[src/rtl/coleta_senha_pkg.sv]
// rtl/coleta_senha_pkg.sv - shared types and constants for keypad password collection
package coleta_senha_pkg;

    localparam int         MAX_DIGITS  = 20;
    localparam logic [3:0] DIGIT_EMPTY = 4'hF;
    localparam logic [3:0] KEY_BKSP    = 4'hA;
    localparam logic [3:0] KEY_ENTER   = 4'hB;

    typedef struct packed {
        logic [MAX_DIGITS-1:0][3:0] digits;
    } senhaPac_t;

    typedef enum logic [1:0] {
        VAZIO,
        COLETANDO,
        ENVIANDO,
        AGUARDA
    } estado_t;

    localparam senhaPac_t SENHA_VAZIA = '{digits: {MAX_DIGITS{DIGIT_EMPTY}}};

    function automatic logic is_digit(input logic [3:0] code);
        return code <= 4'd9;
    endfunction

endpackage

[src/rtl/coleta_senha_temporizador.sv]
// rtl/coleta_senha_temporizador.sv - keypad inactivity timer, flags terminal count
module temporizador_inatividade #(
    parameter int TIMEOUT_CYC = 250_000_000
) (
    input  logic clk,
    input  logic rst,
    input  logic clear,
    input  logic enable,
    output logic expired
);

    localparam int             W        = (TIMEOUT_CYC > 2) ? $clog2(TIMEOUT_CYC) : 1;
    localparam logic [W-1:0]   TERMINAL = W'(TIMEOUT_CYC - 1);

    logic [W-1:0] count;

    // Saturates at terminal count; the owner decides what expiry means.
    always_ff @(posedge clk or negedge rst) begin
        if (!rst) begin
            count <= '0;
        end else if (clear || !enable) begin
            count <= '0;
        end else if (count != TERMINAL) begin
            count <= count + W'(1);
        end
    end

    assign expired = enable && (count == TERMINAL);

endmodule

[src/rtl/coleta_senha.sv]
// rtl/coleta_senha.sv - collects keypad digits into a password buffer for the checker
module coleta_senha
    import coleta_senha_pkg::*;
#(
    parameter int TIMEOUT_CYC = 250_000_000
) (
    input  logic       clk,
    input  logic       rst,
    input  logic       key_valid,
    input  logic [3:0] key_code,
    input  logic       done_in,
    output senhaPac_t  senha_out,
    output logic       valid_out,
    output logic [4:0] n_digits,
    output logic       busy,
    output logic       timeout
);

    localparam logic [4:0] MAX_N = 5'(MAX_DIGITS);

    estado_t state;
    logic    key_accepted;
    logic    expired;

    // ENTER/BKSP only matter once at least one digit is held.
    always_comb begin
        key_accepted = 1'b0;
        if (key_valid) begin
            if (state == VAZIO)
                key_accepted = is_digit(key_code);
            else if (state == COLETANDO)
                key_accepted = (key_code <= KEY_ENTER);
        end
    end

    temporizador_inatividade #(
        .TIMEOUT_CYC(TIMEOUT_CYC)
    ) u_temporizador (
        .clk     (clk),
        .rst     (rst),
        .clear   (key_accepted),
        .enable  (state == COLETANDO),
        .expired (expired)
    );

    always_ff @(posedge clk or negedge rst) begin
        if (!rst) begin
            state     <= VAZIO;
            senha_out <= SENHA_VAZIA;
            n_digits  <= '0;
            valid_out <= 1'b0;
            busy      <= 1'b0;
            timeout   <= 1'b0;
        end else begin
            valid_out <= 1'b0;
            timeout   <= 1'b0;
            case (state)
                VAZIO: begin
                    if (key_accepted) begin
                        senha_out.digits[0] <= key_code;
                        n_digits            <= 5'd1;
                        state               <= COLETANDO;
                    end
                end
                COLETANDO: begin
                    if (key_accepted) begin
                        if (is_digit(key_code)) begin
                            if (n_digits == MAX_N) begin
                                // Full window slides; the oldest digit drops out.
                                senha_out.digits <= {key_code, senha_out.digits[MAX_DIGITS-1:1]};
                            end else begin
                                senha_out.digits[n_digits] <= key_code;
                                n_digits                   <= n_digits + 5'd1;
                            end
                        end else if (key_code == KEY_BKSP) begin
                            senha_out.digits[n_digits - 5'd1] <= DIGIT_EMPTY;
                            n_digits                          <= n_digits - 5'd1;
                            if (n_digits == 5'd1)
                                state <= VAZIO;
                        end else begin
                            valid_out <= 1'b1;
                            busy      <= 1'b1;
                            state     <= ENVIANDO;
                        end
                    end else if (expired) begin
                        senha_out <= SENHA_VAZIA;
                        n_digits  <= '0;
                        timeout   <= 1'b1;
                        state     <= VAZIO;
                    end
                end
                ENVIANDO: begin
                    state <= AGUARDA;
                end
                AGUARDA: begin
                    if (done_in) begin
                        senha_out <= SENHA_VAZIA;
                        n_digits  <= '0;
                        busy      <= 1'b0;
                        state     <= VAZIO;
                    end
                end
                default: begin
                    state <= VAZIO;
                end
            endcase
        end
    end

endmodule

[config.mk]
export PLATFORM = sky130hd
export DESIGN_NAME = coleta_senha
export DESIGN_NICKNAME = d
export VERILOG_FILES = /design/src/rtl/coleta_senha_pkg.sv /design/src/rtl/coleta_senha_temporizador.sv /design/src/rtl/coleta_senha.sv
export SDC_FILE = /design/constraint.sdc
export NUM_CORES = 1
export LEC_CHECK = 0
export ABC_AREA = 1
export BUFFER_PORTS_ARGS = -buffer_cell sky130_fd_sc_hd__buf_2
export CAP_MARGIN = 20
export CORE_MARGIN = 1.5
export CORE_UTILIZATION = 25
export DETAILED_ROUTE_END_ITERATION = 6
export SLEW_MARGIN = 30
export SYNTH_ARGS = -nofsm -noshare
export SYNTH_HDL_FRONTEND = slang
export SYNTH_SLANG_ARGS = --single-unit
[constraint.sdc]
create_clock -name clk -period 2.59 [get_ports clk]
set_input_delay 0.518 -clock clk [delete_from_list [all_inputs] [get_ports clk]]
set_output_delay 0.518 -clock clk [all_outputs]
set_load 0.1 [all_outputs]
# After elaboration in Yosys (flattened, before gate mapping)
# Index checks and enable logic that the tools add are counted.
op_classes:
  addsub: 3
  multipliers: 0
  div: 0
  n_lt_le_gt_ge: 6
  eq_ne: 18
  shift: 0
  mux: 47
  n_bitwise: 1
  n_reduce_logical: 14
op_table:
  columns: ["cell", "count"]
  rows:
  - ["$mux 80", 6]
  - ["$pmux 76 s2", 1]
  - ["$bwmux 80", 1]
  - ["$or 80x80->80", 1]
  - ["$mux 28", 2]
  - ["$demux 4 s5", 2]
  - ["$mux 5", 7]
  - ["$add 28x1->28 const B", 1]
  - ["$eq 28x28->1 const B", 1]
  - ["$ne 28x28->1 const B", 1]
  - ["$pmux 5 s3", 1]
  - ["$reduce_and 5->1", 3]
  - ["$mux 1", 14]
  - ["$mux 2", 7]
  - ["$lt 5x6->1 const B", 2]
  - ["$mux 4", 3]
  - ["$ne 4x4->1 const B", 3]
  - ["$pmux 4 s3", 1]
  - ["$ge 5x1->1 const B", 2]
  - ["$le 4x4->1 const B", 2]
  - ["$pmux 2 s4", 1]
  - ["$ne 2x2->1 const B", 3]
  - ["$reduce_and 6->1", 1]
  - ["$add 5x1->5 const B", 1]
  - ["17 further kinds", 22]
totals:
  register_bits: 118
  latchBits: 0
  mem_bits_rw: 0
  mem_bits_ro: 0
  wordCells: 115
  mem_count: 0

# Longest topological paths before layout
# Gate-level depths: netlist of the first run.
logic_depth:
  depth_word: 10
  depth_mapped: 17
  depth_no_buf: 15

# Hierarchy
# A second synthesis of the first run with hierarchy kept.
hier_totals:
  cells_unflattened: 1220
  hier_area_um2: 8072.7
modules_own_cells:
  columns: ["mod", "instances", "cells_per_inst", "area_each_um2"]
  rows:
  - ["coleta_senha", 1, 937, 6242.2]
  - ["temporizador_inatividade", 1, 283, 1830.5]

# Worst setup path before layout of the first run
# Ideal clock, no wire load.
synth_path:
  path_type: "register to register"
  from: "register n_digits[0]"
  to: "register senha_out[19] (netlist name)"
  setup_time_ns: 0.076
  arrival_time_ns: 2.691
  required_ns: 2.514
  path_slack_ns: -0.177
  stages_incl_launch_ff: 15
  path_buffers: 2
  path_cell_list: "dfrtp_1 > inv_1 > ha_1 > buf_2 > nand2_1 > inv_1 > nand2_2 > clkinv_1 > clkbuf_1 > nand2_1 > o21ai_0 > a21oi_1 > nand2_1 > nand2_1 > nand2_1"
synth_via:
  elab_chain_len: 10
  word_cells_on_any_way: 19
  cone_classes: "1 x add/sub; 4 x order compare; 1 x eq/ne; 10 x mux; 1 x bitwise; 2 x reduce/logical"
synth_rtl:
  columns: ["item", "line", "rtl"]
  rows:
  - ["start: declaration", "coleta_senha.sv:14", "output logic [4:0] n_digits,"]
  - ["start signal: assignment", "coleta_senha.sv:73", "n_digits <= n_digits + 5'd1;"]
  - ["start signal: assignment", "coleta_senha.sv:77", "n_digits <= n_digits - 5'd1;"]
  - ["$sub 5x1->5", "coleta_senha.sv:76", "senha_out.digits[n_digits - 5'd1] <= DIGIT_EMPTY;"]
  - ["$lt 5x6->1 (implied by the code) / $ge 5x1->1 (equally long branches)", "coleta_senha.sv:76", null]
  - ["$logic_and 1x1->1 (implied by the code)", "coleta_senha.sv:76", null]
  - ["$mux 4 (implied by the code)", "coleta_senha.sv:76", null]
  - ["$demux 4 s5", "coleta_senha.sv:76", null]
  - ["$or 80x80->80 (no source line)", null, null]
  - ["$mux 80", "coleta_senha.sv:75", "end else if (key_code == KEY_BKSP) begin"]
  - ["$mux 80 *", "coleta_senha.sv:67", "if (is_digit(key_code)) begin"]
  - ["$mux 80 *", "coleta_senha.sv:66", "if (key_accepted) begin"]
  - ["$pmux 76 s2 *", "coleta_senha.sv:57", "case (state)"]
  - ["end: declaration", "coleta_senha.sv:12", "output senhaPac_t senha_out,"]
# Every way passes the cells marked *; elsewhere a longest branch is shown, timed or not. The select of a mux whose other input is x is not followed.
# A chain may end at the register's enable or synchronous reset.

# Worst setup path after layout of the first run
layout_path:
  from: "register n_digits[1]"
  to: "register senha_out[30] (netlist name)"
# Same word-level chain as after synthesis.

==> run_results.csv, run 1 <==
group,metric,value,unit
timing,hold_ws,-0.00859,ns
run_status,status,"complete, but fails checks",
finish,synthToLayoutAreaGrowth,21.2,%
global_routing,gr-total-overflow,0,
global_routing,grt_pass1_vias,8436,
global_routing,grt_max_degree,80,
logic_synthesis,syn-num-nets,1286,
timing,worst_slew_pin_slew,0.622,ns
logic_synthesis,netlist_area,0.00832,mm2
logic_synthesis,synthCells,1272,
route,vias,8854,
place,place_congestion,0.932,
finish,fill_cells,3521,
global_routing,grt_pass1_wl,47000,um
timing,timing.fmax,0.421,GHz
place,io_buffer_count,95,
finish,layout_common_cells,"475 x nand2_1, 129 x inv_1, 94 x buf_2",
setup_path,max_stage_delay,0.46,ns
setup_path,start_kind,"flop",
logic_synthesis,ys_seq_elements,118,
logic_synthesis,synth.distinct_cells,41,
timing,grt_setup_unrepaired,"false",
clocking,holdBufCountCts,0,
setup_path,cp_slowest_cell,"dfrtp_2",
clocking,cts_sinks,118,
setup_path,ff2ff_path_depth,15,
setup_path,cp.required,2.96,ns
die,die_area,0.0344,mm2
place,place_ws,0.151,ns
route,drtIter0Drc,910,
timing,drv_slew,0,
die,dieWidth,185,um
setup_path,r2r-start,"n_digits[1]",
logic_synthesis,synth-warning-count,0,
setup_path,rrSetupSlack,0.21,ns
logic_synthesis,ys_seq_area_frac,0.367,
route,post-route-drc-count,0,
timing,layout_setup_ws,0.212,ns
timing,setup-violations-final,0,
finish,drive_gt1_frac,0.209,
logic_synthesis,synth_area_per_cell,6.54,um2
clocking,numCtsBuffers,17,
flow_run,cap_viol_max_count,0,
clocking,clk_latency,0.44,ns
global_routing,grt_use_total,0.178,
timing,clock_skew,0.0186,ns
setup_path,cp.arrival,2.75,ns
route,wl_per_cell,16.3,um
route,via_per_inst,4.86,
timing,finalCriticalPeriod,2.38,ns
clocking,clockRootBuffer,"clkbuf_16",
setup_path,path_cells,"inv_1 > ha_2 > nand2_1 > inv_1 > nand2_2 > nand2_2 > inv_2 > nand2_4 > inv_2 > nand2_1 > inv_1 > nor2_2 > inv_2 > nand2_1 > nand2_1",
finish,layout_commonest_cell,"nand2_1",
route,totalWireLength,29800,um
die,row_count,66,
timing,fin_setup_tns,0,ns
die,io_pins,96,
setup_path,cpMostUsedCell,"nand2_1",
clocking,cts_tree,"done",
setup_path,crit_fanout,11,
timing,timing.final.crit_share,0.918,
finish,nets,1382,
die,initial_core_util,0.255,
die,design.core.area,0.0326,mm2
run_status,violations,"negative hold slack",
clocking,clk_pin_slew,0.06,ns
die,die_y,185,um
timing,relSlewSlack,0.585,
route,ant_nets,0,
setup_path,r2r_end,"senha_out[30]",
timing,hold_violations,19,
clocking,clockBufferDepth,2,
setup_path,worst-setup-path-type,"flop to flop",
route,first_pass_iters,6,
global_routing,antenna_found_initial,0,
clocking,ctsHtreeMaxLevel,4,
finish,antenna_cells,0,
setup_path,end_kind,"flop",
place,dp_hpwl,21800,um
min_path,min_path_type,"primary input to async pin",
per-stage QoR:
stage | util | cell area (um2) | cells | hold WS (ns)
after floorplan | - | 8330 | 1272 | 0.222
after global placement | 0.289 | 9430 | 1791 | 0.453
after detailed placement | 0.289 | 9430 | 1791 | 0.461
after CTS | 0.309 | 10100 | 1823 | 0.0000865
after global routing | 0.309 | 10100 | 1823 | 0.0119
final | 0.309 | 10100 | 1823 | -0.00859
how the worst max path moves through the flow:
| stage | start | to | slack [ns] | cells after the start |
|---|---|---|---|---|
| floorplan | n_digits[2] | senha_out[28] | 0.17 | 15 |
| global placement | n_digits[1] | senha_out[20] | 0.18 | 13 |
| detailed placement | n_digits[1] | senha_out[30] | 0.15 | 15 |
| CTS | n_digits[1] | senha_out[30] | 0.14 | 15 |
| global route | n_digits[1] | senha_out[40] | 0.02 | 13 |
| finish | n_digits[1] | senha_out[30] | 0.21 | 15 |
synthesized netlist by cell type (all sizes together):
library cell | count | area, um2
nand2 | 482 | 1830
inv | 149 | 559
o21ai | 102 | 510
nor2 | 98 | 497
nand3 | 91 | 485
dfstp | 80 | 2100
a21oi | 58 | 305
dfrtp | 38 | 951
o22ai | 32 | 200
clkbuf | 30 | 113
nor3 | 20 | 100
buf | 18 | 108
nand4 | 16 | 100
a22oi | 15 | 113
xor2 | 11 | 96.3
a211oi | 7 | 52.6
ha | 6 | 75.1
o211ai | 5 | 37.5
clkinv | 3 | 11.3
nor4 | 3 | 18.8
a31oi | 2 | 12.5
a21boi | 1 | 7.51
a2bb2oi | 1 | 8.76
nand3b | 1 | 7.51
nor3b | 1 | 7.51
o21bai | 1 | 7.51
xnor2 | 1 | 8.76
metal layers:
layer | global-route usage | wire length [um] | part of all wire
met5 | 0 | 0 | 0
met4 | 0.0758 | 889 | 0.030
met2 | 0.282 | 13700 | 0.46
met3 | 0.0362 | 1930 | 0.065
met1 | 0.235 | 13200 | 0.45
cells by family (layout without fill, tap and decap cells):
logic type | after synthesis | count (layout) | share of synthesized area
compound gates | 224 | 224 | 0.151
flops | 118 | 118 | 0.367
simple gates | 712 | 712 | 0.366
xor+xnor | 12 | 12 | 0.0126
fa+ha+maj | 6 | 6 | 0.00902
buf+inv | 200 | 309 | 0.0950
area by class of cell:
class | count | area (um2) | area share
tap | 442 | 553 | 0.0548
clock inverter | 7 | 138 | 0.0136
multi-input combinational | 954 | 4500 | 0.446
sequential | 118 | 3060 | 0.303
inverter | 152 | 571 | 0.0566
clock buffer | 25 | 517 | 0.0512
timing repair buffer | 125 | 753 | 0.0747
sequential cells by signal, summed over array words and instances (netlist names), named ones only:
signal	flops
senha_out	80
u_temporizador.count	28
n_digits	5
busy	1
state	1
timeout	1
valid_out	1
timing repair:
| action | in CTS | in global routing |
|---|---|---|
| endpoints found under the hold margin | 0 | 0 |
| resized for setup | 0 | 3 |
| setup endpoints to repair | 0 | 47 |
| setup buffers | 0 | 0 |
worst max-delay path, delay by kind of cell (launching register included):
kind | cells | cell delay, ns
adder cells (fa/ha/maj) | 1 | 0.32
buffers and inverters | 6 | 0.58
flip-flops | 1 | 0.46
AND/OR/NAND/NOR | 8 | 0.96
Power of run 1 is not shown: default switching activity piles up to over one toggle a cycle in this logic, so the estimate is an artifact.
==> run 2: changes to the inputs <==
Settings changed: SETUP_SLACK_MARGIN set to 0.3.
==> run 2 against run 1 <==
Net effect:
- the run now ends clean
- hold slack better by 0.096 ns
- non-clock buffer count grew 18
- final area up 1.7%
- global-route usage is essentially flat
- routed wire length is 0.64% higher
- setup slack improved by 0.23 ns
- utilization is 0.53 points higher
- cell count up 1.0%
- clock-buffer cell count is 2 lower
- largest cell class unchanged
==> run_results.csv, run 2 (synthesis gave the netlist of run 1 again) <==
group,metric,value,unit
clocking,cts_tree,"done",
finish,drive_gt1_frac,0.238,
global_routing,grt_pass1_vias,8550,
route,first_pass_iters,5,
global_routing,gr-total-overflow,0,
timing,clock_skew,0.0120,ns
setup_path,start_kind,"flop",
timing,drv_slew,0,
route,totalWireLength,29900,um
global_routing,grt_pass1_wl,47000,um
place,dp_hpwl,22000,um
timing,relSlewSlack,0.544,
die,row_count,66,
clocking,clk_pin_slew,0.06,ns
clocking,numCtsBuffers,17,
setup_path,cp_slowest_cell,"dfrtp_1",
run_status,status,"finished, final reports clean",
route,ant_nets,0,
flow_run,cap_viol_max_count,0,
timing,fin_setup_tns,0,ns
timing,timing.final.crit_share,0.830,
global_routing,antenna_found_initial,0,
finish,fill_cells,3584,
route,drtIter0Drc,803,
place,io_buffer_count,95,
setup_path,end_kind,"flop",
route,vias,8923,
global_routing,grt_max_degree,57,
setup_path,cp.required,2.96,ns
route,wl_per_cell,16.3,um
timing,timing.fmax,0.465,GHz
clocking,ctsHtreeMaxLevel,4,
die,design.core.area,0.0326,mm2
die,die_y,185,um
timing,grt_setup_unrepaired,"false",
finish,layout_common_cells,"473 x nand2_1, 125 x inv_1, 94 x buf_2",
finish,antenna_cells,0,
min_path,min_path_type,"primary input to async pin",
timing,hold_violations,0,
setup_path,worst-setup-path-type,"flop to flop",
setup_path,path_cells,"ha_2 > nand3_1 > inv_2 > nand2_2 > nor2_4 > nand3_4 > a21oi_4 > buf_4 > nand3_1 > inv_2 > nand2_1 > nand2_1",
finish,nets,1401,
finish,synthToLayoutAreaGrowth,23.2,%
clocking,clockBufferDepth,2,
route,via_per_inst,4.84,
die,die_area,0.0344,mm2
die,dieWidth,185,um
route,post-route-drc-count,0,
timing,worst_slew_pin_slew,0.683,ns
timing,finalCriticalPeriod,2.15,ns
timing,setup-violations-final,0,
finish,top_register,"senha_out",
place,place_congestion,0.931,
die,initial_core_util,0.255,
setup_path,cp.arrival,2.52,ns
clocking,cts_sinks,118,
clocking,clockRootBuffer,"clkbuf_16",
setup_path,rrSetupSlack,0.44,ns
clocking,clk_latency,0.43,ns
setup_path,crit_fanout,5,
finish,reg.largest.list,"senha_out x80, u_temporizador.count x28, n_digits x5",
finish,largest_reg_flops,80,
die,io_pins,96,
setup_path,max_stage_delay,0.40,ns
finish,layout_commonest_cell,"nand2_1",
global_routing,grt_use_total,0.178,
run 2: changes by cell type in the layout (fill, tap and decap cells not counted), sizes merged:
cell,delta
buf,+18
nand3,+1
clkbuf,-2
clkinvlp,+1
bufinv,-2
clkinv,+3
run 2: critical path: cells and delay by family (launching register included):
family | cells | cell delay (ns)
compound gates | 1 | 0.24
fa+ha+maj | 1 | 0.23
simple gates | 7 | 0.80
flops | 1 | 0.40
buf+inv | 3 | 0.41
run 2: worst paths after layout:
kind | from | end | cells after the start
worst max-delay path | u_temporizador.count[1] | senha_out[8] | 12
worst min-delay path | rst | u_temporizador.count[19] | 1
worst max register to register | u_temporizador.count[1] | senha_out[8] | 12
worst min register to register | senha_out[21] | senha_out[21] | 2
max in group asynchronous | rst | senha_out[66] | 2
min in group clk | done_in | busy | 4
run 2: repair_timing:
item                                    CTS  global route
endpoints found under the setup margin   45            85
pin swaps                                 0             3
setup buffers                             3             7
hold buffers                              0             0
endpoints found under the hold margin     0             0
gates cloned                              0             1
gates resized for setup                  13            26
run 2: metrics by stage:
step | util | setup WS (ns) | hold slack [ns] | std cells | area [um2]
after floorplan | - | 0.310 | 0.222 | 1272 | 8340
after global placement | 0.290 | 0.250 | 0.469 | 1799 | 9460
after detailed placement | 0.290 | 0.205 | 0.464 | 1799 | 9460
after CTS | 0.309 | 0.300 | 0.0841 | 1834 | 10100
after global routing | 0.314 | 0.298 | 0.105 | 1842 | 10300
final | 0.314 | 0.440 | 0.0871 | 1842 | 10300
run 2: area by class of cell:
type	instances	area [um2]	share of cell area
tap	442	553	0.0539
timing repair buffer	143	855	0.0833
inverter	152	574	0.0560
sequential	118	3060	0.299
clock inverter	9	100	0.00976
clock buffer	23	488	0.0476
multi-input combinational	955	4620	0.451
run 2: routing by layer:
| layer | track usage | vias to the layer above | wire (um) |
|---|---|---|---|
| met4 | 0.0722 | 0 | 856 |
| met2 | 0.289 | 324 | 14000 |
| met1 | 0.229 | 4194 | 13100 |
| met5 | 0 | - | 0 |
| li1 | - | 4344 | - |
| met3 | 0.0362 | 61 | 2020 |
Power of run 2 is left out for the same reason.
==> run 3: changes to the inputs <==
Clock period 2.59 ns to 1.7 ns, I/O delays scaled along.
==> run 3 against run 2 <==
Net effect:
- the run now ends with negative setup slack left
- routed wire length grew 22%
- cell count grew 15%
- die area is the same
==> run_results.csv, run 3 (synthesis gave the netlist of run 1 again) <==
group,metric,value,unit
finish,largest_reg_flops,80,
finish,layout_common_cells,"379 x nand2_1, 241 x buf_4, 106 x buf_12",
finish,layout_commonest_cell,"nand2_1",
place,io_buffer_count,95,
setup_path,cp_slowest_cell,"dfrtp_1",
clocking,ctsHtreeMaxLevel,4,
setup_path,ff2ff_path_depth,13,
die,design.core.area,0.0326,mm2
die,die_area,0.0344,mm2
clocking,numCtsBuffers,17,
timing,timing.final.crit_share,1.16,
finish,drive_gt1_frac,0.513,
timing,clock_skew,0.0163,ns
place,place_congestion,0.939,
route,via_per_inst,5.02,
global_routing,grt_pass1_vias,10700,
place,dp_hpwl,23000,um
min_path,holdPathStages,4,
min_path,hold_start,"done_in",
run_status,violations,"negative setup slack",
setup_path,crit_fanout,7,
timing,layout_setup_ws,-0.268,ns
timing,worst_slew_pin_slew,0.517,ns
clocking,clk_pin_slew,0.07,ns
finish,fill_cells,2922,
timing,timing.fmax,0.508,GHz
flow_run,cap_viol_max_count,0,
die,row_count,66,
clocking,clockBufferDepth,2,
route,post-route-drc-count,0,
setup_path,worst-setup-path-type,"flop to flop",
setup_path,cp.required,2.05,ns
global_routing,grt_pass1_wl,55700,um
clocking,cts_tree,"done",
setup_path,rrSetupSlack,-0.27,ns
setup_path,r2r_end,"senha_out[53]",
run_status,status,"complete, but fails checks",
setup_path,max_stage_delay,0.36,ns
global_routing,grt_use_total,0.209,
global_routing,antenna_found_initial,0,
setup_path,path_buf_inv,3,
finish,utilization,0.476,
place,dp.cells,1927,
setup_path,path_cells,"ha_2 > nand3_2 > inv_2 > nand2_4 > nor2_4 > nand3_4 > nand2_4 > nand3_4 > buf_12 > buf_6 > nor2_4 > nand2_1 > o21ai_1",
timing,setup-violations-final,103,
finish,synthToLayoutAreaGrowth,86.7,%
timing,relSlewSlack,0.655,
route,ant_nets,0,
timing,hold_violations,0,
finish,top_register,"senha_out",
clocking,cts_sinks,118,
route,first_pass_iters,6,
finish,regArea,0.00307,mm2
timing,drv_slew,0,
route,drtIter0Drc,776,
route,totalWireLength,36600,um
setup_path,r2r-start,"u_temporizador.count[1]",
finish,multiInputGateArea,0.00583,mm2
setup_path,cpLargestDelayFamily,"simple AND/OR/NAND/NOR gates",
finish,final_cells,2122,
route,wl_per_cell,17.2,um
timing,finalCriticalPeriod,1.97,ns
die,dieWidth,185,um
finish,nets,1681,
setup_path,start_kind,"flop",
die,die_y,185,um
timing,grt_setup_unrepaired,"true",
global_routing,gr-total-overflow,0,
finish,antenna_cells,0,
route,vias,10700,
min_path,min_path_type,"primary input to flop",
die,io_pins,96,
finish,reg.largest.list,"senha_out x80, u_temporizador.count x28, n_digits x5",
die,initial_core_util,0.255,
min_path,hold_path_end,"busy",
setup_path,end_kind,"flop",
clocking,clockRootBuffer,"clkbuf_16",
global_routing,grt_max_degree,44,
clocking,clk_latency,0.43,ns
setup_path,cp.arrival,2.32,ns
[run 3: worst max-delay path by stage]
stage / from / endpoint / slack [ns] / cells after the start
finish: u_temporizador.count[1] / senha_out[53] / -0.27 / 13
global placement: key_code[2] / senha_out[23] / -0.25 / 11
floorplan: n_digits[0] / senha_out[28] / -0.34 / 17
CTS: n_digits[1] / senha_out[43] / -0.19 / 14
global route: u_temporizador.count[0] / senha_out[69] / -0.36 / 13
detailed placement: n_digits[1] / senha_out[57] / -0.26 / 13
[run 3: layout make-up]
| class | instances | share of cell area |
|---|---|---|
| clock inverters | 12 | 0.00902 |
| inverters | 152 | 0.0403 |
| well taps | 442 | 0.0356 |
| multi-input cells | 955 | 0.375 |
| flip-flops and latches | 118 | 0.198 |
| clock buffers | 20 | 0.0301 |
| repair buffers | 423 | 0.312 |
[run 3: what timing repair did]
item,4_1_cts,5_1_grt
endpoints found under the setup margin,205,204
setup buffers,118,38
endpoints found under the hold margin,17,0
cloned,5,1
hold buffers,1,0
pin swaps,69,88
gates resized for setup,525,186
[run 3: routing by layer]
layer	track usage	vias to the layer above	part of all wire
met2	0.370	532	0.50
li1	-	4917	-
met1	0.230	5029	0.37
met3	0.0452	177	0.072
met5	0	-	0
met4	0.120	0	0.057
[run 3: stage by stage]
step	hold slack, ns	setup TNS [ns]	instance area [um2]	setup slack (ns)
after floorplan	0.0444	-23.39	8570	-0.338
after global placement	0.299	-15.16	11000	-0.246
after detailed placement	0.306	-17.31	11000	-0.257
after CTS	0.212	-11.82	14600	-0.192
after global routing	0.232	-29.63	15500	-0.358
final	0.213	-19.88	15500	-0.268
[run 3: worst reg2reg max path: stages (launching register included)]
cell and delay [ns]:
dfrtp_1 0.36, ha_2 0.20, nand3_2 0.08, inv_2 0.09, nand2_4 0.06, nor2_4 0.13, nand3_4 0.11, nand2_4 0.09
nand3_4 0.12, buf_12 0.19, buf_6 0.13, nor2_4 0.15, nand2_1 0.07, o21ai_1 0.10
Power of run 3 is left out for the same reason.
